**src/rtl/mem_port_arbiter.sv**
```systemverilog
// Shares one single-port main memory between the fetch port (read-only) and the data port (load/store).
// Data wins by default; a saturating counter forces a fetch grant after STARVE_LIMIT data wins in a row.
module mem_port_arbiter #(
    parameter int unsigned STARVE_LIMIT = 4,
    parameter logic [31:0] ADDR_RESET   = 32'h0000_0000
) (
    input  logic        clk,
    input  logic        rst,

    input  logic        instr_req,
    input  logic [31:0] instr_addr,
    output logic [31:0] instr_rdata,
    output logic        instr_ack,

    input  logic        data_req,
    input  logic        data_we,
    input  logic [3:0]  data_wstrb,
    input  logic [31:0] data_addr,
    input  logic [31:0] data_wdata,
    output logic [31:0] data_rdata,
    output logic        data_ack,

    output logic        mem_req,
    output logic        mem_we,
    output logic [3:0]  mem_wstrb,
    output logic [31:0] mem_addr,
    output logic [31:0] mem_wdata,
    input  logic [31:0] mem_rdata,
    input  logic        mem_ack,

    output logic        busy
);

    typedef enum logic [1:0] {
        IDLE  = 2'd0,
        MEM_I = 2'd1,
        MEM_D = 2'd2,
        RESP  = 2'd3
    } state_t;

    localparam logic [3:0] LIMIT = 4'(STARVE_LIMIT);

    state_t      state_q;
    logic [3:0]  starve_cnt_q;
    logic        owner_live_q;
    logic        busy_q;
    logic        mem_req_q;
    logic        mem_we_q;
    logic [3:0]  mem_wstrb_q;
    logic [31:0] mem_addr_q;
    logic [31:0] mem_wdata_q;
    logic        instr_ack_q;
    logic        data_ack_q;
    logic [31:0] instr_rdata_q;
    logic [31:0] data_rdata_q;

    logic        grant_data;
    logic        grant_instr;
    logic [3:0]  starve_inc;

    always_comb begin
        grant_data  = 1'b0;
        grant_instr = 1'b0;
        if (data_req && (!instr_req || (LIMIT == 4'd0) || (starve_cnt_q < LIMIT))) begin
            grant_data = 1'b1;
        end else if (instr_req) begin
            grant_instr = 1'b1;
        end
    end

    assign starve_inc = (starve_cnt_q == 4'hF) ? 4'hF : starve_cnt_q + 4'd1;

    // owner_live_q drops for good once the owner withdraws; the bus access still runs to completion.
    always_ff @(posedge clk or posedge rst) begin
        if (rst) begin
            state_q       <= IDLE;
            starve_cnt_q  <= 4'd0;
            owner_live_q  <= 1'b0;
            busy_q        <= 1'b0;
            mem_req_q     <= 1'b0;
            mem_we_q      <= 1'b0;
            mem_wstrb_q   <= 4'd0;
            mem_addr_q    <= ADDR_RESET;
            mem_wdata_q   <= 32'd0;
            instr_ack_q   <= 1'b0;
            data_ack_q    <= 1'b0;
            instr_rdata_q <= 32'd0;
            data_rdata_q  <= 32'd0;
        end else begin
            instr_ack_q <= 1'b0;
            data_ack_q  <= 1'b0;
            case (state_q)
                IDLE: begin
                    if (grant_data) begin
                        state_q      <= MEM_D;
                        busy_q       <= 1'b1;
                        owner_live_q <= 1'b1;
                        mem_req_q    <= 1'b1;
                        mem_we_q     <= data_we;
                        mem_wstrb_q  <= data_we ? data_wstrb : 4'd0;
                        mem_addr_q   <= data_addr;
                        mem_wdata_q  <= data_wdata;
                        starve_cnt_q <= instr_req ? starve_inc : 4'd0;
                    end else if (grant_instr) begin
                        state_q      <= MEM_I;
                        busy_q       <= 1'b1;
                        owner_live_q <= 1'b1;
                        mem_req_q    <= 1'b1;
                        mem_we_q     <= 1'b0;
                        mem_wstrb_q  <= 4'd0;
                        mem_addr_q   <= instr_addr;
                        mem_wdata_q  <= 32'd0;
                        starve_cnt_q <= 4'd0;
                    end else begin
                        starve_cnt_q <= 4'd0;
                    end
                end
                MEM_I: begin
                    if (!instr_req) begin
                        owner_live_q <= 1'b0;
                    end
                    if (mem_ack) begin
                        state_q   <= RESP;
                        mem_req_q <= 1'b0;
                        if (owner_live_q && instr_req) begin
                            instr_rdata_q <= mem_rdata;
                            instr_ack_q   <= 1'b1;
                        end
                    end
                end
                MEM_D: begin
                    if (!data_req) begin
                        owner_live_q <= 1'b0;
                    end
                    if (mem_ack) begin
                        state_q   <= RESP;
                        mem_req_q <= 1'b0;
                        if (owner_live_q && data_req) begin
                            data_rdata_q <= mem_rdata;
                            data_ack_q   <= 1'b1;
                        end
                    end
                end
                RESP: begin
                    state_q      <= IDLE;
                    busy_q       <= 1'b0;
                    owner_live_q <= 1'b0;
                end
                default: begin
                    state_q <= IDLE;
                    busy_q  <= 1'b0;
                end
            endcase
        end
    end

    assign mem_req     = mem_req_q;
    assign mem_we      = mem_we_q;
    assign mem_wstrb   = mem_wstrb_q;
    assign mem_addr    = mem_addr_q;
    assign mem_wdata   = mem_wdata_q;
    assign instr_ack   = instr_ack_q;
    assign data_ack    = data_ack_q;
    assign instr_rdata = instr_rdata_q;
    assign data_rdata  = data_rdata_q;
    assign busy        = busy_q;

endmodule

```
**config.mk**
```make
export PLATFORM = sky130hd
export DESIGN_NAME = mem_port_arbiter
export DESIGN_NICKNAME = d
export VERILOG_FILES = /design/src/rtl/mem_port_arbiter.sv
export SDC_FILE = /design/constraint.sdc
export NUM_CORES = 1
export LEC_CHECK = 0
export BUFFER_PORTS_ARGS = -buffer_cell sky130_fd_sc_hd__buf_2
export CAP_MARGIN = 20
export CORE_ASPECT_RATIO = 0.8
export CORE_UTILIZATION = 43
export CTS_CLUSTER_DIAMETER = 30
export DETAILED_ROUTE_END_ITERATION = 7
export GPL_TIMING_DRIVEN = 0
export PLACE_DENSITY_LB_ADDON = 0.3
export SYNTH_ARGS = -nofsm -noshare
export SYNTH_HDL_FRONTEND = slang
export SYNTH_SLANG_ARGS = --single-unit
```
**constraint.sdc**
```tcl
create_clock -name clk -period 3.7 [get_ports clk]
set_input_delay 0.185 -clock clk [delete_from_list [all_inputs] [get_ports clk]]
set_output_delay 0.185 -clock clk [all_outputs]
set_load 0.01 [all_outputs]
```
# Word-level counts from Yosys, hierarchy flattened
# Cells that the tools add are included.
dict set report word_totals {
  output_inout_bits 137
  register_bits 144
  word_cells 73
  in_bits 138
}
dict set report classes {
  n_eq_ne 8
  n_mux 33
  order_cmp 1
  addsub 1
  reduce_logical 17
}
# cell count
set ops {}
lappend ops {{32-bit two-way mux} 4}
lappend ops {{4-bit two-way mux} 6}
lappend ops {{1-bit two-way mux} 16}
lappend ops {{3-bit AND reduction} 4}
lappend ops {{2-bit two-way mux} 3}
lappend ops {{2-bit case mux with 3 select lines} 1}
lappend ops {{2-bit AND reduction} 3}
lappend ops {{2-bit nonzero test} 3}
lappend ops {{4-bit by 1-bit adder with 4-bit output, second input constant} 1}
lappend ops {{2-bit == test, second input constant} 2}
lappend ops {{4-bit == test, second input constant} 1}
lappend ops {{4-bit by 3-bit < comparator with 1-bit output, second input constant} 1}
lappend ops {{2-bit != test, second input constant} 2}
lappend ops {{1-bit case mux with 2 select lines} 2}
lappend ops {{1-bit case mux with 4 select lines} 1}
lappend ops {{1-bit logical AND} 3}
lappend ops {{3-bit != test, second input constant} 1}
lappend ops {{2-bit by 1-bit == test with 1-bit output, second input constant} 1}
lappend ops {{2-bit zero test} 1}
lappend ops {{2-bit by 1-bit != test with 1-bit output, second input constant} 1}
lappend ops {{2-bit OR reduction} 1}
lappend ops {{1-bit zero test} 1}
lappend ops {{1-bit logical OR} 1}

# Logic depth before layout (Yosys ltp)
# Gate-level depths: netlist of the first run.
dict set report logic_depth {
  depth_word 7
  mapped_depth 8
  ltp_nobuf 5
}

# Worst setup path after synthesis of the first run
# No wires, ideal clock.
dict set report synth_timing {
  path_type {register -> register}
  startpoint {register state_q[0]}
  endpoint {register owner_live_q}
  arrival_ns 1.520
  path_stages_with_launch 7
  path_slack_ns 2.055
  period_less_slack_ns 1.645
  setup_time_ns 0.125
  n_path_buf 1
  required_ns 3.575
  cell_sequence {dfrtp_1 -> inv_1 -> ha_1 -> buf_2 -> nor3b_2 -> a221oi_1 -> mux2_2}
}
dict set report synth_between {
  elab_chain_cells 3
  elab_cells_between_ends 9
  cone_classes {6 x eq/ne; 1 x mux; 2 x reduce/logical}
}
# element line_no
set synth_lines {}
lappend synth_lines {{start, declared} 43} ;# state_t state_q;
lappend synth_lines {{start signal, assigned} 76} ;# state_q <= IDLE;
lappend synth_lines {{start signal, assigned} 95} ;# state_q <= MEM_D;
lappend synth_lines {{start signal, assigned} 105} ;# state_q <= MEM_I;
lappend synth_lines {{2-bit == test, or another cell as far along} 92} ;# case (state_q)
lappend synth_lines {{2-bit != test (no source line) / 3-bit != test (equally long branches)} n/a}
lappend synth_lines {{3-bit AND reduction (no source line)} n/a}
lappend synth_lines {{end signal, assigned} 97} ;# owner_live_q <= 1'b1;
lappend synth_lines {{end signal, assigned} 107} ;# owner_live_q <= 1'b1;
lappend synth_lines {{end signal, assigned} 120} ;# owner_live_q <= 1'b0;
lappend synth_lines {{end, declared} 45} ;# logic owner_live_q;
# Parallel ways exist; a longest one is shown, timed or not.
# A chain may end at the register's enable or synchronous reset.

# Worst setup path after layout of the first run
dict set report layout_timing {
  startpoint {register state_q[1]}
  endpoint {register mem_addr_q[11], in the netlist mem_addr[11]}
}
dict set report layout_between {
  elab_chain_cells 2
}
# element line_no
set layout_lines {}
lappend layout_lines {{2-bit zero test} 92}
lappend layout_lines {{2-bit AND reduction (no source line)} n/a}
lappend layout_lines {{end signal, assigned} 101} ;# mem_addr_q <= data_addr;
lappend layout_lines {{end signal, assigned} 111} ;# mem_addr_q <= instr_addr;
lappend layout_lines {{end, declared} 50} ;# logic [31:0] mem_addr_q;
# No other way between the ends.

==> metrics.cfg, run 1 <==
[status]
status=completed

[yosys]
syn_inst=534
synth-edff-count=0
synth_area_um2=6205
async_flop_share=1.000
synth_top_area_frac=0.5808
ys_ff_latch=144
syn_avg_cell_area_um2=11.62
ys.flop_type=dfrtp_1
ys_warn_count=0
synth.distinct_cells=31
synth.area.top_cells=dfrtp_1 58%, mux2_2 10%, nand2_1 8.5%, o211ai_2 6.0%, nand4_1 3.2%
ys_seq_area_frac=0.5808
synth_area_leader_cell=dfrtp_1
syn_nets=679

[power]
leakage_nw=4.549
p_total_w=0.007221
powerDensity_nw_per_um2=827.8
ir_drop_mv=0.5709

[floorplan]
die_area_um2=14920
core_um2=13840
die_h_um=109.4
start_util=0.4485
dieWidth_um=136.3
num_rows=38
num_io_pins=275

[setup_path]
cp_max_fo=10
crit_slowest_cell=dfrtp_1
crit_chain=inv_1, ha_1, buf_2, buf_2, clkbuf_1, nand4_1, o211ai_2
cp.arrival_ps=2250
cp-end-kind=flip-flop
path_class=flip-flop to flip-flop
critPathLaunchType=flip-flop
crit_path_frequent_cell=buf_2
r2r_cells=7
required_ps=4040
max_stage_delay_ps=430

[grt]
grt_pass1_wl_um=26480
grt_max_degree=42
grt_usage=0.2304
grt_overflow=0
grt_pass1_vias=5488
grt_antenna_before_repair=0

[sta]
rsz0062_at_grt=no
hold_viol=0
slew_headroom=0.4486
fmax_mhz=522.3
finalSetupViolations=0
whs_ps=9.535
worst_slew_pin_slew_ps=825.4
fin_crit_sh=0.5175
fin_skew_ps=12.31
fin_setup_tns_ps=0
maxSlewViolCount=0
finalCriticalPeriod_ps=1915

[cells_and_area]
n_antenna_cell=0
final_cells=1041
final_area_um2=8723
nets=993
post_route_cells_drive_above_1_share=0.4901
syn_to_final_growth_pct=40.59

[clocking]
clock_latency_ps=420
cts_tree=built
cts-resized-gates=0
cts.sinks=144
root_buffer=clkbuf_16
cts_setup_buffers=0
numCtsBuffers=17
cts.path.max_buffers=2
cts_max_level=4
clk_pin_slew_worst_paths_ps=60

[run]
maxCapViolations=0

[drt]
wl_met2_um=8615
first_pass_iters=4
wirelength_um=17050
drc=0
via_per_inst=5.140
met1_length_um=7116
vias=5351
top_layer=met4
wl_met3_um=1041
drtIter0Drc=200
ant_nets=0
avgRoutedWirePerCell_um=16.38

[placed_design]
port_buffers=272
gp_congestion=0.8948
dpl.hpwl_um=12390
place_area_um2=7855
place_inst=989

[hold_path]
hold_path_class=primary input to flip-flop
hold_depth=3

-- placed cells by master (no fill, tap or decap), types with 3 or more instances in the layout --
master / Yosys / layout
buf_2: 12 / 284
dfrtp_1: 144 / 144
nand2_1: 140 / 140
mux2_2: 57 / 57
o21ai_0: 39 / 39
nand4_1: 32 / 32
o211ai_2: 30 / 30
clkbuf_1: 20 / 20
dlygate4sd3_1: 0 / 20
clkbuf_16: 0 / 17
mux2_1: 10 / 10
inv_1: 8 / 7
ha_1: 7 / 7
buf_4: 5 / 5
bufinv_16: 0 / 5
buf_6: 4 / 4
clkinv_4: 0 / 4
nor2_1: 3 / 3
nor2b_1: 3 / 3
clkinvlp_4: 0 / 3
buf_12: 0 / 3
-- cells by family (layout without fill, tap and decap cells) --
family | Yosys count | after routing | share of synthesized area
DFF | 144 | 144 | 0.5808
adders and majority gates | 7 | 7 | 0.01412
muxes | 68 | 68 | 0.1232
and+or+nand+nor | 184 | 184 | 0.1329
buffers and inverters | 49 | 376 | 0.03993
AOI/OAI and AO/OA | 82 | 82 | 0.1091
-- worst paths after layout --
| check | slack (ps) | to | startpoint |
|---|---|---|---|
| max in group asynchronous | 2300 | mem_addr[28] | rst |
| min in group asynchronous | 470 | instr_ack | rst |
| worst max-delay path | 1790 | mem_addr[11] | state_q[1] |
| worst min register to register | 480 | mem_wdata[3] | mem_wdata[3] |
| worst min-delay path | 10 | mem_wdata[20] | data_wdata[20] |
| worst max register to register | 1790 | mem_addr[11] | state_q[1] |
-- power by group --
group	internal, W	switching (W)
clock network	0.00123	0.000701
logic	0.00118	0.00147
registers	0.00227	0.000374
total	0.00468	0.00254
-- routing by layer --
layer  up-vias  global-route usage
met2       187              0.3923
met3        21             0.06224
met1      2666              0.2801
met4         0             0.08651
met5         -                   0
li1       2477                   -
-- worst max-delay path, delay by kind of cell, from the launching register on --
kind | cells | cell delay, ps
adder cells (fa/ha/maj) | 1 | 150
AND/OR/NAND/NOR | 1 | 220
AO/OA/AOI/OAI | 1 | 120
flip-flops | 1 | 430
buffers and inverters | 4 | 920
-- per-stage QoR --
step                      setup WS [ps]    util
after global routing               1577  0.6305
after detailed placement           1819  0.5677
after floorplan                    1710       -
after CTS                          1785  0.6305
after global placement            872.8  0.5634
final                              1785  0.6305
-- cell usage after synthesis (all sizes together) (2+ instances only) --
cell type,n
nand4,34
inv,8
o21ai,41
buf,21
nand2,140
nor2,3
dfrtp,144
o31ai,2
ha,7
o22ai,2
clkbuf,20
a31oi,2
o211ai,32
nor2b,3
mux2,67
-- timing repair --
action	4_1_cts	5_1_grt
hold buffers	20	0
hold endpoints to repair	54	0
endpoints found under the setup margin	0	0
-- final cells by class --
type,instances,area (um^2)
fillers,1117,5112
flip-flops and latches,144,3603
multi-input cells,341,2354
repair buffers,295,1622
clock buffers,18,439.2
clock inverters,14,229.0
well taps,180,225.2
plain buffers,41,217.7
inverters,8,33.78
-- flip-flops by register name, indices dropped and copies added (netlist names) --
signal / flops
instr_ack: 1
mem_req: 1
state_q: 2
data_rdata: 32
mem_wdata: 32
mem_we: 1
owner_live_q: 1
busy: 1
mem_addr: 32
mem_wstrb: 4
instr_rdata: 32
starve_cnt_q: 4
data_ack: 1
(Power assumes the default switching activity.)
==> inputs of run 2 (changes only) <==
Settings changed: ABC_AREA set to 1, CORE_UTILIZATION 43 to 47.
Clock period 3.7 ns to 1.98 ns, I/O delays scaled along.
==> metrics.cfg, run 2 <==
[clocking]
cts_max_level=4
clk_pin_slew_worst_paths_ps=60
numCtsBuffers=17
root_buffer=clkbuf_16
cts.path.max_buffers=2
cts.sinks=144
clock_latency_ps=420
cts_tree=built
cts_setup_buffers=0

[drt]
vias=6779
wl_met2_um=9603
met1_length_um=8510
via_per_inst=4.963
wirelength_um=20030
drc=0
drtIter0Drc=491
first_pass_iters=8
top_layer=met4
avgRoutedWirePerCell_um=14.67
wl_met3_um=1337
ant_nets=0

[cells_and_area]
multi_input_area_um2=2255
post_route_cells_drive_above_1_share=0.2863
syn_to_final_growth_pct=52.00
layout_commonest_cell=nand2_1
final_area_um2=9696
mostFrequentLayoutCells=321 x nand2_1, 286 x buf_2, 144 x dfrtp_1
nFillCells=937
n_antenna_cell=0
final_cells=1366
nets=1323
regArea_um2=3603

[yosys]
synth_most_common_cell=nand2_1
synth_area_leader_cell=dfrtp_1
synth_common_cells=321 x nand2_1, 144 x dfrtp_1, 94 x o21ai_0
syn_nets=926
ys_warn_count=0
synth_top_area_frac=0.5649
ys_ff_latch=144
syn_avg_cell_area_um2=8.167
ys.flop_type=dfrtp_1
synth.area.top_cells=dfrtp_1 56%, nand2_1 19%, o21ai_0 7.4%, nand3_1 5.3%, inv_1 4.4%
synth.distinct_cells=20
syn_inst=781
async_flop_share=1.000
synth_area_um2=6379
ys_seq_area_frac=0.5649
synth-edff-count=0

[sta]
worst_slew_pin_slew_ps=698.7
hold_viol=0
finalSetupViolations=0
fin_setup_tns_ps=0
maxSlewViolCount=0
slew_headroom=0.5332
fmax_mhz=548.9
fin_crit_sh=0.9201
finalCriticalPeriod_ps=1822
rsz0062_at_grt=no
fin_skew_ps=6.115

[setup_path]
critPathLaunchType=flip-flop
crit_chain=inv_1, ha_1, inv_1, nor2_4, buf_4, buf_4, nand2_1, o21ai_1
reg2reg_from=state_q[0]
cp.arrival_ps=2150
path_class=flip-flop to flip-flop
required_ps=2310
crit_slowest_cell=dfrtp_1
critPathLaunch=state_q[0]
cp_max_fo=10
cp-end-kind=flip-flop
max_stage_delay_ps=440

[placed_design]
dpl.hpwl_um=13000
port_buffers=273
gp_congestion=0.8530
place_area_um2=8028
place_inst=1232

[grt]
grt_usage=0.2978
grt_antenna_before_repair=0
grt_pass1_wl_um=32710
grt_overflow=0
grt_max_degree=43
grt_pass1_vias=6596

[power]
leakage_nw=5.475
powerDensity_nw_per_um2=1407
p_total_w=0.01364
ir_drop_mv=0.7651

[floorplan]
start_util=0.4886
die_h_um=106.2
dieWidth_um=132.2
core_um2=13060
num_io_pins=275
die_area_um2=14040
num_rows=37

[run]
maxCapViolations=0

[hold_path]
hold_path_class=primary input to flip-flop
timing.hold.worst.start=data_addr[5]

[status]
status=completed

run 2: metrics by stage:
step,hold WS [ps],setup slack [ps],utilization
after floorplan,208.6,75.96,-
after global placement,303.5,-837.3,0.6103
after detailed placement,244.3,154.2,0.6149
after CTS,1.235,107.3,0.7424
after global routing,4.208,0.2194,0.7427
final,10.82,158.2,0.7427
run 2: cells by family after synthesis:
kind of cell | synth area share
and+or+nand+nor | 0.2552
AOI/OAI and AO/OA | 0.08376
buffers and inverters | 0.08238
adders and majority gates | 0.01373
DFF | 0.5649
run 2: layout make-up:
cell class                      instances  share of cell area
Clock buffer                           23             0.04930
Sequential cell                       144              0.3717
Tap cell                              175             0.02258
Buffer                                 46             0.02465
Multi-Input combinational cell        514              0.2325
Clock inverter                          9             0.01600
Timing Repair Buffer                  379              0.2535
Inverter                               76             0.02981
run 2: per-layer routing:
| metal | up-vias | global-route usage |
|---|---|---|
| li1 | 3227 | - |
| met1 | 3210 | 0.3724 |
| met2 | 286 | 0.4909 |
| met3 | 56 | 0.08250 |
| met4 | 0 | 0.1223 |
| met5 | - | 0 |
run 2: power by group:
part	internal, W	switching (W)
clock network	0.00221	0.00119
logic	0.00203	0.00316
registers	0.00433	0.000731
total	0.00856	0.00508
run 2: worst max-delay path: cells and delay by family, from the launching register on:
family / cells / cell delay [ps]
AO/OA/AOI/OAI: 1 / 170
buffers and inverters: 4 / 660
adder cells (fa/ha/maj): 1 / 220
flip-flops: 1 / 440
AND/OR/NAND/NOR: 2 / 270
run 2: repair_timing:
| action | CTS | global route |
|---|---|---|
| hold endpoints to repair | 161 | 0 |
| hold buffers | 103 | 0 |
| resized for setup | 0 | 7 |
| endpoints found under the setup margin | 0 | 31 |
run 2: worst paths after layout:
| check | end | slack (ps) | cells past startpoint |
|---|---|---|---|
| setup / recovery | mem_wdata[3] | 160 | 8 |
| hold / removal | mem_addr[5] | 10 | 5 |
| setup reg to reg | mem_wdata[3] | 160 | 8 |
| hold reg to reg | mem_addr[12] | 470 | 2 |
| max in group asynchronous | mem_addr[1] | 740 | 5 |
| min in group asynchronous | mem_wdata[15] | 360 | 3 |
==> inputs of run 3 (changes only) <==
Settings changed: CTS_BUF_LIST set to sky130_fd_sc_hd__clkbuf_2.
==> metrics.cfg, run 3 (synthesis results as in run 2) <==
[status]
status=completed

[floorplan]
num_rows=37
dieWidth_um=132.2
core_um2=13060
die_h_um=106.2
start_util=0.4886
num_io_pins=275
die_area_um2=14040

[setup_path]
max_stage_delay_ps=470
path_class=flip-flop to flip-flop
reg2reg_slack_ps=170
critPathTopFamily=simple AND/OR/NAND/NOR gates
cp-end-kind=flip-flop
crit_slowest_cell=dfrtp_2
critPathLaunchType=flip-flop
crit_buf_inv=3
required_ps=2630
cp_max_fo=10
crit_chain=inv_1, ha_2, inv_1, nor2_4, buf_4, nand2_1, nor2_2, nand2_1, nand2_1
cp.arrival_ps=2470
crit_path_frequent_cell=nand2_1

[placed_design]
dpl.hpwl_um=13000
post-place-ws_ps=154.2
place_area_um2=8028
gp_congestion=0.8530
port_buffers=273

[clocking]
cts_tree=built
cts.path.max_buffers=2
clk_pin_slew_worst_paths_ps=190
clock_latency_ps=710
cts.sinks=144
numCtsBuffers=17
root_buffer=clkbuf_2
cts_max_level=4

[sta]
slew_headroom=0.5248
maxSlewViolCount=0
fin_setup_tns_ps=0
fin_skew_ps=24.85
rsz0062_at_grt=no
fmax_mhz=551.9
hold_viol=0
finalCriticalPeriod_ps=1812
worst_slack_ps=168.0
fin_crit_sh=0.9151
worst_slew_pin_slew_ps=711.4
finalSetupViolations=0

[grt]
grt_usage=0.3106
grt_pass1_vias=6995
grt_pass1_wl_um=33980
grt_util_met1=0.3721
met2_usage=0.5208
grt_busiest_layer=met2
grt_max_degree=43
grt_overflow=0
use_met3=0.09013
grt_antenna_before_repair=0

[cells_and_area]
final_area_um2=9702
nets=1362
syn_to_final_growth_pct=52.10
layout_commonest_cell=nand2_1
mostFrequentLayoutCells=321 x nand2_1, 287 x buf_2, 143 x dfrtp_1
n_antenna_cell=0
post_route_cells_drive_above_1_share=0.2797

[power]
leakage_nw=5.481
powerDensity_nw_per_um2=1257
p_total_w=0.01220
ir_drop_mv=0.7802

[drt]
ant_nets=0
vias=7065
wirelength_um=21140
drtIter0Drc=523
avgRoutedWirePerCell_um=15.04
via_per_inst=5.028
first_pass_iters=6
drc=0

[run]
maxCapViolations=0

[hold_path]
hold_path_class=primary input to flip-flop

run 3: what timing repair did:
item,4_1_cts,5_1_grt
buffers inserted,0,3
resized for setup,0,2
endpoints found under the hold margin,246,0
setup endpoints to repair,0,48
hold buffers,138,0
run 3: final cells by class:
cell class | instances | area, um^2
inverters | 76 | 289.0
clock inverters | 12 | 166.4
multi-input cells | 514 | 2252
clock buffers | 20 | 100.1
plain buffers | 47 | 240.2
fillers | 912 | 3353
flip-flops and latches | 144 | 3605
repair buffers | 417 | 2830
well taps | 175 | 219.0
run 3: path summary, 6_finish.rpt:
kind | endpoint | depth (start not counted) | startpoint
max in group asynchronous | mem_addr[1] | 6 | rst
setup / recovery | mem_wstrb[1] | 9 | state_q[0]
min in group asynchronous | mem_wdata[16] | 4 | rst
hold / removal | mem_wstrb[3] | 4 | data_wstrb[3]
hold reg to reg | mem_addr[12] | 2 | mem_addr[12]
setup reg to reg | mem_wstrb[1] | 9 | state_q[0]
run 3: worst reg2reg max path, stage by stage (launching register included):
cell	delay [ps]
dfrtp_2	470
inv_1	110
ha_2	210
inv_1	110
nor2_4	160
buf_4	200
nand2_1	120
nor2_2	240
nand2_1	90
nand2_1	70
run 3: routing by layer:
metal	wire length, um	share of wire	vias to the layer above
met2	10340	0.49	349
met3	1443	0.068	79
met1	8569	0.41	3329
met5	0	0	-
met4	784	0.037	0
li1	-	-	3308
run 3: report_power, final:
group | switching [W] | internal (W) | total [W]
Clock | 0.00102 | 0.000828 | 0.00185
Sequential | 0.000721 | 0.00430 | 0.00502
Combinational | 0.00322 | 0.00211 | 0.00533
run 3: per-stage QoR:
step / util / hold slack [ps] / cells
finish: 0.7431 / 116.1 / 1405
global route: 0.7431 / 28.04 / 1405
CTS: 0.7411 / 68.26 / 1402
detailed placement: 0.6149 / 244.3 / 1232
global placement: 0.6103 / 303.5 / 1229
floorplan: - / 208.6 / 781
